<file path="config.mk">
export PLATFORM = sky130hd
export DESIGN_NAME = sdrc_init_seq
export DESIGN_NICKNAME = d
export VERILOG_FILES = /design/src/rtl/sdrc_init_pkg.sv /design/src/rtl/sdrc_init_timer.sv /design/src/rtl/sdrc_init_seq.sv
export SDC_FILE = /design/constraint.sdc
export NUM_CORES = 1
export LEC_CHECK = 0
export BUFFER_PORTS_ARGS = -buffer_cell sky130_fd_sc_hd__buf_2
export CAP_MARGIN = 0
export CELL_PAD_IN_SITES_DETAIL_PLACEMENT = 0
export CELL_PAD_IN_SITES_GLOBAL_PLACEMENT = 1
export CORE_ASPECT_RATIO = 1.1
export CORE_UTILIZATION = 42
export DETAILED_ROUTE_END_ITERATION = 10
export GPL_ROUTABILITY_DRIVEN = 0
export PLACE_DENSITY_LB_ADDON = 0.1
export SETUP_SLACK_MARGIN = 0.5
export SYNTH_ARGS = -nofsm -noshare
export SYNTH_HDL_FRONTEND = slang
export SYNTH_SLANG_ARGS = --single-unit
export TNS_END_PERCENT = 10
</file>
<file path="constraint.sdc">
create_clock -name sdram_clk -period 2.4 [get_ports sdram_clk]
set_input_delay 0.48 -clock sdram_clk [delete_from_list [all_inputs] [get_ports sdram_clk]]
set_output_delay 0.48 -clock sdram_clk [all_outputs]
set_load 0.03 [all_outputs]
</file>
<file path="src/rtl/sdrc_init_pkg.sv">
// Shared types and constants for the SDRAM power-up initialisation sequencer.
// Command words are ordered {cs_n, ras_n, cas_n, we_n}.
package sdrc_init_pkg;

  typedef enum logic [3:0] {
    ST_IDLE = 4'd0,
    ST_WAIT = 4'd1,
    ST_PRE  = 4'd2,
    ST_TRP  = 4'd3,
    ST_REF  = 4'd4,
    ST_TRFC = 4'd5,
    ST_LMR  = 4'd6,
    ST_TMRD = 4'd7,
    ST_DONE = 4'd8
  } init_state_e;

  localparam logic [3:0] CMD_NOP = 4'b1111;
  localparam logic [3:0] CMD_PRE = 4'b0010;
  localparam logic [3:0] CMD_REF = 4'b0001;
  localparam logic [3:0] CMD_LMR = 4'b0000;

  localparam int A10_IDX = 10;

  // Only the three single-cycle command states put anything other than NOP on the pins.
  function automatic logic [3:0] cmd_for(input init_state_e st);
    logic [3:0] c;
    case (st)
      ST_PRE:  c = CMD_PRE;
      ST_REF:  c = CMD_REF;
      ST_LMR:  c = CMD_LMR;
      default: c = CMD_NOP;
    endcase
    return c;
  endfunction

endpackage

</file>
<file path="src/rtl/sdrc_init_timer.sv">
// Loadable down-counter used to time the NOP gaps of the init sequence.
// Holds at zero once expired; a load always wins over the decrement.
module sdrc_init_timer #(
  parameter int CNT_W = 16
) (
  input  logic             clk,
  input  logic             rst_n,
  input  logic             load,
  input  logic [CNT_W-1:0] load_val,
  output logic             zero
);

  logic [CNT_W-1:0] cnt_r;

  // Count register: load, decrement, or hold at zero.
  always_ff @(posedge clk or negedge rst_n) begin
    if (!rst_n) begin
      cnt_r <= {CNT_W{1'b0}};
    end else if (load) begin
      cnt_r <= load_val;
    end else if (cnt_r != {CNT_W{1'b0}}) begin
      cnt_r <= cnt_r - {{(CNT_W-1){1'b0}}, 1'b1};
    end else begin
      cnt_r <= cnt_r;
    end
  end

  assign zero = (cnt_r == {CNT_W{1'b0}});

endmodule

</file>
<file path="src/rtl/sdrc_init_seq.sv">
// SDRAM power-up sequencer: CKE wait, PRECHARGE ALL, N x AUTO REFRESH, LOAD MODE REGISTER.
// All pin outputs are registered from the next-state decode, so they line up with the state.
module sdrc_init_seq
  import sdrc_init_pkg::*;
#(
  parameter int WAIT_CYCLES = 505,
  parameter int T_RP        = 2,
  parameter int REF_COUNT   = 2,
  parameter int T_RFC       = 7,
  parameter int T_MRD       = 2,
  parameter int CNT_W       = 16
) (
  input  logic        sdram_clk,
  input  logic        sdram_resetn,
  input  logic        cfg_sdr_en,
  input  logic [12:0] cfg_sdr_mode_reg,
  output logic        sdr_cke,
  output logic        sdr_cs_n,
  output logic        sdr_ras_n,
  output logic        sdr_cas_n,
  output logic        sdr_we_n,
  output logic [12:0] sdr_addr,
  output logic [1:0]  sdr_ba,
  output logic        sdr_init_done,
  output logic        init_busy
);

  localparam int RC_W = $clog2(REF_COUNT + 1);
  localparam logic [RC_W-1:0]  REF_MAX = RC_W'(REF_COUNT);
  localparam logic [CNT_W-1:0] LD_WAIT = CNT_W'(WAIT_CYCLES - 1);
  localparam logic [CNT_W-1:0] LD_TRP  = CNT_W'(T_RP - 1);
  localparam logic [CNT_W-1:0] LD_TRFC = CNT_W'(T_RFC - 1);
  localparam logic [CNT_W-1:0] LD_TMRD = CNT_W'(T_MRD - 1);

  init_state_e      state_r, state_nxt;
  logic [RC_W-1:0]  ref_cnt_r;
  logic             tmr_load, tmr_zero;
  logic [CNT_W-1:0] tmr_val;

  logic [3:0]  cmd_nxt, cmd_r;
  logic [12:0] addr_nxt, addr_r;
  logic [1:0]  ba_nxt, ba_r;
  logic        cke_nxt, cke_r;
  logic        done_nxt, done_r;
  logic        busy_nxt, busy_r;

  sdrc_init_timer #(.CNT_W(CNT_W)) u_timer (
    .clk      (sdram_clk),
    .rst_n    (sdram_resetn),
    .load     (tmr_load),
    .load_val (tmr_val),
    .zero     (tmr_zero)
  );

  // State register.
  always_ff @(posedge sdram_clk or negedge sdram_resetn) begin
    if (!sdram_resetn) begin
      state_r <= ST_IDLE;
    end else begin
      state_r <= state_nxt;
    end
  end

  // Refresh counter: counts REF commands issued, never cleared except by reset.
  always_ff @(posedge sdram_clk or negedge sdram_resetn) begin
    if (!sdram_resetn) begin
      ref_cnt_r <= {RC_W{1'b0}};
    end else if (state_r == ST_REF) begin
      ref_cnt_r <= ref_cnt_r + RC_W'(1);
    end else begin
      ref_cnt_r <= ref_cnt_r;
    end
  end

  // Next-state decode; the timer is loaded on the edge that enters each wait state.
  always_comb begin
    state_nxt = state_r;
    tmr_load  = 1'b0;
    tmr_val   = {CNT_W{1'b0}};
    case (state_r)
      ST_IDLE: begin
        if (cfg_sdr_en) begin
          state_nxt = ST_WAIT;
          tmr_load  = 1'b1;
          tmr_val   = LD_WAIT;
        end else begin
          state_nxt = ST_IDLE;
        end
      end
      ST_WAIT: begin
        if (tmr_zero) state_nxt = ST_PRE;
        else          state_nxt = ST_WAIT;
      end
      ST_PRE: begin
        state_nxt = ST_TRP;
        tmr_load  = 1'b1;
        tmr_val   = LD_TRP;
      end
      ST_TRP: begin
        if (tmr_zero) state_nxt = ST_REF;
        else          state_nxt = ST_TRP;
      end
      ST_REF: begin
        state_nxt = ST_TRFC;
        tmr_load  = 1'b1;
        tmr_val   = LD_TRFC;
      end
      ST_TRFC: begin
        if (!tmr_zero)             state_nxt = ST_TRFC;
        else if (ref_cnt_r < REF_MAX) state_nxt = ST_REF;
        else                       state_nxt = ST_LMR;
      end
      ST_LMR: begin
        state_nxt = ST_TMRD;
        tmr_load  = 1'b1;
        tmr_val   = LD_TMRD;
      end
      ST_TMRD: begin
        if (tmr_zero) state_nxt = ST_DONE;
        else          state_nxt = ST_TMRD;
      end
      ST_DONE: state_nxt = ST_DONE;
      default: state_nxt = ST_IDLE;
    endcase
  end

  // Pin values for the upcoming cycle, decoded from the state being entered.
  always_comb begin
    cmd_nxt  = cmd_for(state_nxt);
    addr_nxt = 13'h0000;
    ba_nxt   = 2'b00;
    cke_nxt  = (state_nxt != ST_IDLE);
    done_nxt = (state_nxt == ST_DONE);
    busy_nxt = (state_nxt != ST_IDLE) && (state_nxt != ST_DONE);
    case (state_nxt)
      ST_PRE:  addr_nxt[A10_IDX] = 1'b1;
      ST_LMR:  addr_nxt = cfg_sdr_mode_reg;
      default: addr_nxt = 13'h0000;
    endcase
  end

  // Output registers.
  always_ff @(posedge sdram_clk or negedge sdram_resetn) begin
    if (!sdram_resetn) begin
      cmd_r  <= CMD_NOP;
      addr_r <= 13'h0000;
      ba_r   <= 2'b00;
      cke_r  <= 1'b0;
      done_r <= 1'b0;
      busy_r <= 1'b0;
    end else begin
      cmd_r  <= cmd_nxt;
      addr_r <= addr_nxt;
      ba_r   <= ba_nxt;
      cke_r  <= cke_nxt;
      done_r <= done_nxt;
      busy_r <= busy_nxt;
    end
  end

  assign {sdr_cs_n, sdr_ras_n, sdr_cas_n, sdr_we_n} = cmd_r;
  assign sdr_addr      = addr_r;
  assign sdr_ba        = ba_r;
  assign sdr_cke       = cke_r;
  assign sdr_init_done = done_r;
  assign init_busy     = busy_r;

endmodule
</file>
## Word-level counts from Yosys, hierarchy flattened

Cells that the tools add are included.

- Flip-flop bits (word level): 42
- Latch bits: 0
- Memory bits (writable): 0
- Memory bits (read-only): 0
- Input port bits: 16
- Logic and storage cells: 49
- Memories kept: 0

- Add/subtract/negate cells: 2
- Multipliers: 0
- Divide/modulo/power cells: 0
- Order comparisons: 1
- Equal/unequal tests: 13
- Shifts and indexed selects: 0
- Multiplexer cells: 17
- Bitwise operators: 0
- Reduce and logical (&&, ||, !) cells: 8

Operator list:

| operator | count |
|---|---|
| 4-bit case mux with 9 select lines | 1 |
| 16-bit 2-to-1 mux | 2 |
| 9-bit case mux with 3 select lines | 1 |
| 4-bit by 3-bit equality test with 1-bit output (second input constant) | 6 |
| 16-bit zero test | 1 |
| 16-bit nonzero test | 1 |
| 16-bit by 1-bit subtractor with 16-bit output (second input constant) | 1 |
| 4-bit by 2-bit equality test with 1-bit output (second input constant) | 3 |
| 4-bit case mux with 3 select lines | 1 |
| 10-bit 2-to-1 mux | 1 |
| 9-bit 2-to-1 mux | 1 |
| 4-bit equality test (second input constant) | 2 |
| 2-bit 2-to-1 mux | 4 |
| 4-bit by 1-bit equality test with 1-bit output (second input constant) | 1 |
| 4-bit zero test | 1 |
| 4-bit 2-to-1 mux | 1 |
| 4-bit != test (second input constant) | 1 |
| 1-bit case mux with 2 select lines | 2 |
| 4-bit nonzero test | 1 |
| 3-bit 2-to-1 mux | 1 |
| 3-bit OR reduction | 1 |
| 2-bit by 1-bit adder with 2-bit output (second input constant) | 1 |
| 2-bit less-than comparator (second input constant) | 1 |
| 1-bit 2-to-1 mux | 2 |
| 3 further kinds | 3 |

## Logic depth before layout (Yosys ltp)

Gate-level depths: netlist of the first run.

- Depth in word-level cells: 6
- Mapped depth: 7
- Mapped depth without buffers: 6

## Cells and area by module

A second synthesis of the first run with hierarchy kept.

- Cell total of the unflattened synthesis: 191
- Area, all modules: 2047.0 µm²

Modules (own cells, without submodules):

| module | times used | cells an instance | area each (µm²) |
|---|---|---|---|
| sdrc_init_seq | 1 | 87 | 1041.0 |
| sdrc_init_timer | 1 | 104 | 1006.0 |

## Worst setup path after synthesis of the first run

Ideal clock, no wire load.

- Kind: register -> register
- From: reg u_timer.cnt_r[0]
- To: reg state_r[2]
- Arrival time: 1805 ps
- Path slack: 470 ps
- Cell stages (with the launch flop): 7
- Buffers on the path: 0
- Path through: dfrtp_1 > inv_1 > ha_1 > nor3b_1 > nand4b_4 > nor2_1 > mux2_2

- Cells in the longest elaborated chain, start to end: 3

Ends and longest elaborated chain:

| what | RTL line | source |
|---|---|---|
| start, declared | sdrc_init_timer.sv:13 | `logic [CNT_W-1:0] cnt_r;` |
| start signal, assigned | sdrc_init_timer.sv:18 | `cnt_r <= {CNT_W{1'b0}};` |
| start signal, assigned | sdrc_init_timer.sv:20 | `cnt_r <= load_val;` |
| start signal, assigned | sdrc_init_timer.sv:22 | `cnt_r <= cnt_r - {{(CNT_W-1){1'b0}}, 1'b1};` |
| 16-bit zero test (*) | sdrc_init_timer.sv:28 | `assign zero = (cnt_r == {CNT_W{1'b0}});` |
| 4-bit 2-to-1 mux or 3-bit 2-to-1 mux (tied branches) | sdrc_init_seq.sv:119, sdrc_init_seq.sv:100 |  |
| 4-bit case mux with 9 select lines (*) | sdrc_init_seq.sv:80 | `case (state_r)` |
| via state_nxt[2] | sdrc_init_seq.sv:35 | `init_state_e state_r, state_nxt;` |
| end signal, assigned | sdrc_init_seq.sv:60 | `state_r <= state_nxt;` |
| end, declared | sdrc_init_seq.sv:35 |  |

Mark *: on every way through the listed nets, which the timed path passes. The rest lies on a longest branch.
A chain may end at the register's enable or synchronous reset.

## Final worst setup path of the first run

- From: reg u_timer.cnt_r[2]
- To: reg u_timer.cnt_r[11]

- Cells in the longest elaborated chain, start to end: 3

Ends and longest elaborated chain:

| what | RTL line | source |
|---|---|---|
| 16-bit by 1-bit subtractor with 16-bit output | sdrc_init_timer.sv:22 |  |
| 16-bit 2-to-1 mux | sdrc_init_timer.sv:21 | `end else if (cnt_r != {CNT_W{1'b0}}) begin` |
| 16-bit 2-to-1 mux | sdrc_init_timer.sv:19 | `end else if (load) begin` |

Parallel ways exist; a longest one is shown, timed or not. The select of a mux whose other input is x is not followed.

==> results of run 1 <==
-- kinds of logic (layout without fill, tap and decap cells) --
kind of cell	count (synthesis)	in the layout	share of synthesized area (%)
muxes	5	5	2.59
DFF	41	41	52.1
xor gates and xnor gates	7	7	3.10
AOI/OAI and AO/OA	30	30	10.2
and+or+nand+nor	89	89	27.3
other	1	2	0.190
buffers and inverters	15	57	3.86
adders and majority gates	1	1	0.632
-- Yosys cell counts, drive strengths merged (2+ instances only) --
cell type | instances | share of area (%)
a211oi | 2 | 0.76
a21oi | 9 | 2.3
a22o | 2 | 0.89
and2 | 13 | 4.1
buf | 5 | 2.0
clkbuf | 7 | 1.3
dfrtp | 38 | 48
dfstp | 3 | 4.0
inv | 3 | 0.57
mux2i | 4 | 2.0
nand2 | 12 | 2.3
nand2b | 5 | 1.6
nand3 | 4 | 1.0
nand4b | 2 | 1.6
nor2 | 13 | 2.5
nor2b | 3 | 0.95
nor3 | 14 | 4.4
nor3b | 3 | 1.4
nor4 | 4 | 1.3
o21ai | 5 | 1.3
o31ai | 3 | 1.1
or3 | 10 | 3.4
or4 | 3 | 1.3
xnor2 | 4 | 1.8
xor2 | 3 | 1.3
-- what timing repair did --
item | 4_1_cts | 5_1_grt
pin swaps | 0 | 2
endpoints found under the hold margin | 0 | 0
endpoints found under the setup margin | 20 | 32
gates cloned | 0 | 0
setup buffers | 2 | 3
gates resized for setup | 5 | 4
-- layout make-up --
class / count / share of cell area [%]
Sequential cell: 41 / 43.4
Multi-Input combinational cell: 134 / 38.4
Timing Repair Buffer: 46 / 11.0
Clock buffer: 8 / 3.80
Tap cell: 54 / 2.85
Inverter: 3 / 0.475
-- how the worst min path moves through the flow --
stage                               startpoint  slack (ns)  depth (start not counted)                end
after floorplan                   sdram_resetn        0.18                          0          init_busy
after global placement            ref_cnt_r[0]        0.46                          1       ref_cnt_r[0]
after detailed placement          ref_cnt_r[0]        0.47                          1       ref_cnt_r[0]
after CTS                         sdram_resetn        0.35                          1  u_timer.cnt_r[10]
after global routing      cfg_sdr_mode_reg[12]        0.39                          2       sdr_addr[12]
final                             sdram_resetn        0.32                          1  u_timer.cnt_r[10]
-- worst max-delay path, delay by kind of cell, from the launching register on --
| kind | cells | cell delay [ns] |
|---|---|---|
| DFF | 1 | 0.45 |
| and+or+nand+nor | 3 | 1.20 |
| muxes | 1 | 0.21 |
-- where the power goes --
group | internal [mW] | leakage [nW] | switching, mW | total, mW
Clock | 0.235 | 0.0455 | 0.231 | 0.466
Sequential | 0.691 | 0.514 | 0 | 0.691
Combinational | 0.00917 | 0.524 | 0.0202 | 0.0294
-- metal layers --
layer	up-vias	global-route usage, %
met5	-	0
met4	0	9.69
met3	7	3.53
met2	32	32.4
met1	746	22.7
li1	749	-
-- metrics by stage --
step | utilization (%) | setup WS (ns) | power [mW]
finish | 53.8 | 0.475 | 1.19
global route | 53.8 | 0.366 | 1.23
CTS | 53.0 | 0.468 | 1.20
detailed placement | 50.1 | 0.239 | 0.735
global placement | 50.1 | 0.316 | 0.733
floorplan | - | 0.561 | 0.712
-- layout by cell type (no fill, tap or decap), types with 6 or more instances in the layout --
cell	netlist	layout
dfrtp_1	38	38
buf_2	1	35
and2_1	13	13
nor2_1	13	11
nor3_1	12	11
nand2_1	12	11
buf_4	3	10
or3_1	9	9
a21oi_1	9	9
clkbuf_8	0	6
-- registers in the layout, summed over array words and instances, names as in the netlist --
signal	flops
cmd_r	3
init_busy	1
ref_cnt_r	2
sdr_addr	13
sdr_cke	1
sdr_init_done	1
state_r	4
u_timer.cnt_r	16
==> impl_results.md, run 1 <==
* Outcome: finished clean
* Die width at 67.4 um
* Placed insts at 273
* Critical Path Source Type: flip-flop
* Mean routed wirelength per cell at roughly 14 um
* Root buffer selected by CTS: clkbuf_8
* Max-slew headroom at 39.3%
* Length of the first detailed-routing pass in iterations at 4
* DR vias at around 1,500
* Kind of critical path: reg -> reg
* Max-cap viol count at 0
* Sequential fraction of the synthesis area at between 50 and 60%
* Fillers at 399
* Worst setup EP type: flip-flop
* Final setup fails at 0
* Crit share post-route at between 80 and 90%
* Clock Latency Late Sink at between 0.2 and 0.3 ns
* NumNets Final at between 200 and 250
* Period minus WS final at 1.92 ns
* Flops & latches, synth at around 40
* Worst R2R Setup Slack at roughly 0.48 ns
* R2R depth at 4
* Clock transition at path regs at about 0.080 ns
* Antenna Nets Post-Route at 0
* Global-route wire length before repair at approximately 6.9 mm
* Cells after synthesis at about 190
* WL met1 at approximately 1.8 mm
* GRT Total Usage at between 10% and 20%
* Reg-to-reg critical path endpoint: u_timer.cnt_r[11]
* Share of layout cells above drive strength 1 at 29.7%
* Hold WS at 0.316 ns
* Critical Path RT at between 2 and 3 ns
* Max frequency at roughly 0.52 GHz
* Port buffer count at 35
* Die footprint at around 0.005 mm2
* Num CTS Buffers at 5
* Post-route DRC at 0
* Slowest CP cell: or3_1
* Core region area at ~0.0044 mm2
* Ant. Diodes at 0
* Post-synth ARST share at 100%
* Max VDD drop at 316 uV
* Setup tns final at 0 ns
* Number of global-route vias before repair at around 1,500
* YS warnings at 0
* Die height at 74.0 um
* Critical path, cell by cell: or3_1 -> or3_1 -> nor4b_2 -> mux2i_1
* Worst Setup EP: u_timer.cnt_r[11]
* Final Non-Filler Cells at roughly 290
* Mean Syn Cell Area at 10.5 um2
* Post-CTS Hold Buffers at 0
* I/O pin count at 38
* Final hold vios at 0
* Top layer in use: met4
* DP Area at approximately 0.0022 mm2
* H-tree Lvls at 2
* Setup Skew at just under 0.004 ns
* Power Density at approximately 500 mW/mm2
* Final instance area at ~0.0024 mm2
* CTS tree: done
* Starting Density at ~45%
* Wire length on met2 at 2.08 mm
* Largest net degree at the start of global routing at 42
* CP dominant cell by count: or3_1
* Number of flops mapped to enable cells by yosys at 0
* Tightest Hold Check Type: in -> async
* Slew Viols, Final at 0
* Area grow syn2layout at 19.9%
* Crit. Startpoint: u_timer.cnt_r[2]
* Drt via density at roughly 5.4
* Initial antenna violation count at 0
* Ys flop type: dfrtp_1
* CP Data Arrival Time at about 2.2 ns
* Met3 routed WL at roughly 140 um
* RSZ-0062 raised after global routing: yes
* Sink Count at between 40 and 50
* FP Rows at 25
* Worst-path fanout max at 5
* DP HPWL at about 2.9 mm
* Clock Tree Buf Depth at 2
* Reg2reg start: u_timer.cnt_r[2]
* Starting DRT DRC Count at 86
* Total Wirelength at between 4 and 5 mm
* Multi-input logic area at 912 um2
* Worst path max stage delay at between 0.5 and 0.6 ns
* Leakage power at roughly 1.1 nW
* Area of the mapped netlist at roughly 0.0020 mm2
* Grt ovf at 0
* Reg area at around 0.001 mm2
* Slew @ Worst Pin at ~0.91 ns
* Netlist cell types at 48
(Power assumes the default switching activity.)
==> run 2: changes to the inputs <==
Clock period 2.4 ns to 1.8 ns, I/O delays scaled along.
==> impl_results.md, run 2 (synthesis results as in run 1) <==
* Number of global-route vias before repair at 1,618 (+5.9%)
* Final setup fails at 1 (+1)
* I/O pin count at 38 (unchanged)
* Leakage power at 1.32 nW (+21%)
* Kind of critical path: reg -> reg
* Die width at 67.4 um (unchanged)
* Final hold vios at 0 (unchanged)
* Final instance area at 0.00281 mm2 (+18%)
* Slew Viols, Final at 0 (unchanged)
* Port buffer count at 35 (unchanged)
* GRT Total Usage at 19.7% (+0.69 points)
* Power Density at 570 mW/mm2 (+14%)
* Clock Tree Buf Depth at 2 (unchanged)
* Area grow syn2layout at 41.8%
* Commonest cells after routing, fill and taps aside: dfrtp_1, buf_4, buf_2, and2_1
* Core region area at 0.00441 mm2 (unchanged)
* Max-cap viol count at 0 (unchanged)
* Sink Count at 41 (unchanged)
* CP dominant cell by count: or3_4
* DR vias at 1,699 (+11%)
* Fillers at 353 (-12%)
* Worst-path fanout max at 4 (-1)
* Critical Path RT at 2.01 ns (-0.61 ns)
* Max reg flops at 16 (unchanged)
* DP Area at 0.00247 mm2 (+12%)
* Critical path, cell by cell: or3_4 -> or3_4 -> or4_1 -> a21oi_2
* DP HPWL at 3.28 mm (+15%)
* Clock Latency Late Sink at 0.29 ns (about the same)
* Antenna Nets Post-Route at 0 (unchanged)
* Grt ovf at 0 (unchanged)
* Largest net degree at the start of global routing at 24 (-43%)
* Buffers plus inverters on the worst setup path at 0 (unchanged)
* Stages on worst setup path at 4 (unchanged)
* Initial antenna violation count at 0 (unchanged)
* NumNets Final at 280 (+13%)
* Worst setup EP type: flip-flop
* RSZ-0062 raised after global routing: yes
* Ant. Diodes at 0 (unchanged)
* Top delay family on crit path: simple AND/OR/NAND/NOR gates
* Share of layout cells above drive strength 1 at 46.2% (+16 points)
* CTS tree: done
* Length of the first detailed-routing pass in iterations at 4 (unchanged)
* Max frequency at 0.554 GHz (+6.7%)
* R2R depth at 4 (unchanged)
* Root buffer selected by CTS: clkbuf_8
* Clock transition at path regs at 0.09 ns (about the same)
* Reg area at 0.00103 mm2 (+0.12%)
* Die height at 74.0 um (unchanged)
* Post-route DRC at 0 (unchanged)
* Starting DRT DRC Count at 92 (+7.0%)
* Drt via density at 5.34 (-0.39%)
* Crit share post-route at 100% (+20 points)
* Slowest CP cell: or4_1
* Multi-input logic area at 0.00106 mm2 (+16%)
* Tightest Hold Check Type: in -> async
* Final core utilization at 63.6% (+9.8 points)
* Global-route wire length before repair at 7.29 mm (+5.1%)
* Die footprint at 0.00499 mm2 (unchanged)
* Num CTS Buffers at 5 (unchanged)
* Total Wirelength at 4.76 mm (+15%)
* FP Rows at 25 (unchanged)
* Worst path max stage delay at 0.42 ns (-0.09 ns)
* Setup Skew at 0.0132 ns (+0.00934 ns)
* Largest register by flop count: u_timer.cnt_r
* Outcome: finished with violations
* Period minus WS final at 1.80 ns (-0.121 ns)
* CP Data Arrival Time at 2.01 ns (-0.14 ns)
* Failing checks: negative setup slack
* Max VDD drop at 545 uV (+72%)
* Critical Path Source Type: flip-flop
* Setup ws final at -0.00395 ns (-0.479 ns)
* Setup tns final at -0.00395 ns (-0.00395 ns)
* Mean routed wirelength per cell at 15.0 um (+3.7%)
* H-tree Lvls at 2 (unchanged)
* Starting Density at 44.9% (unchanged)
run 2: final cells by class:
type / instances / share of cell area [%]
Multi-Input combinational cell: 135 / 37.6
Sequential cell: 41 / 36.8
Timing Repair Buffer: 77 / 19.4
Clock buffer: 6 / 2.94
Tap cell: 54 / 2.41
Clock inverter: 2 / 0.491
Inverter: 3 / 0.401
run 2: worst paths after layout:
path                                startpoint           endpoint  slack, ns
setup reg to reg              u_timer.cnt_r[9]  u_timer.cnt_r[12]     -0.004
hold reg to reg                   ref_cnt_r[0]       ref_cnt_r[0]       0.47
setup / recovery              u_timer.cnt_r[9]  u_timer.cnt_r[12]     -0.004
min in group sdram_clk     cfg_sdr_mode_reg[6]        sdr_addr[6]       0.28
hold / removal                    sdram_resetn   u_timer.cnt_r[5]      0.009
max in group asynchronous         sdram_resetn           cmd_r[1]       1.24
run 2: stage by stage:
step / instances / power [mW] / setup slack, ns / hold WS [ns]
finish: 318 / 1.60 / -0.00395 / 0.00854
global route: 318 / 1.67 / -0.0607 / 0.0371
CTS: 315 / 1.62 / -0.0153 / 0.0313
detailed placement: 303 / 0.986 / -0.0577 / 0.349
global placement: 303 / 0.985 / 0.0152 / 0.349
floorplan: 190 / 0.949 / 0.0435 / 0.0644
run 2: layer usage:
layer	wire (um)	vias to the layer above	global-route usage [%]
li1	-	816	-
met1	1980	830	24.5
met2	2490	44	33.3
met3	202	9	3.68
met4	82	0	8.04
met5	0	-	0
run 2: what timing repair did:
action,in CTS,in global routing
resized for setup,21,18
hold buffers,0,0
gates cloned,1,0
endpoints found under the setup margin,43,45
pin swaps,14,13
setup buffers,3,3
run 2: report_power, final:
part / internal [mW] / switching [mW]
Clock: 0.311 / 0.323
Sequential: 0.921 / 0
Combinational: 0.0165 / 0.0283
Total: 1.25 / 0.351
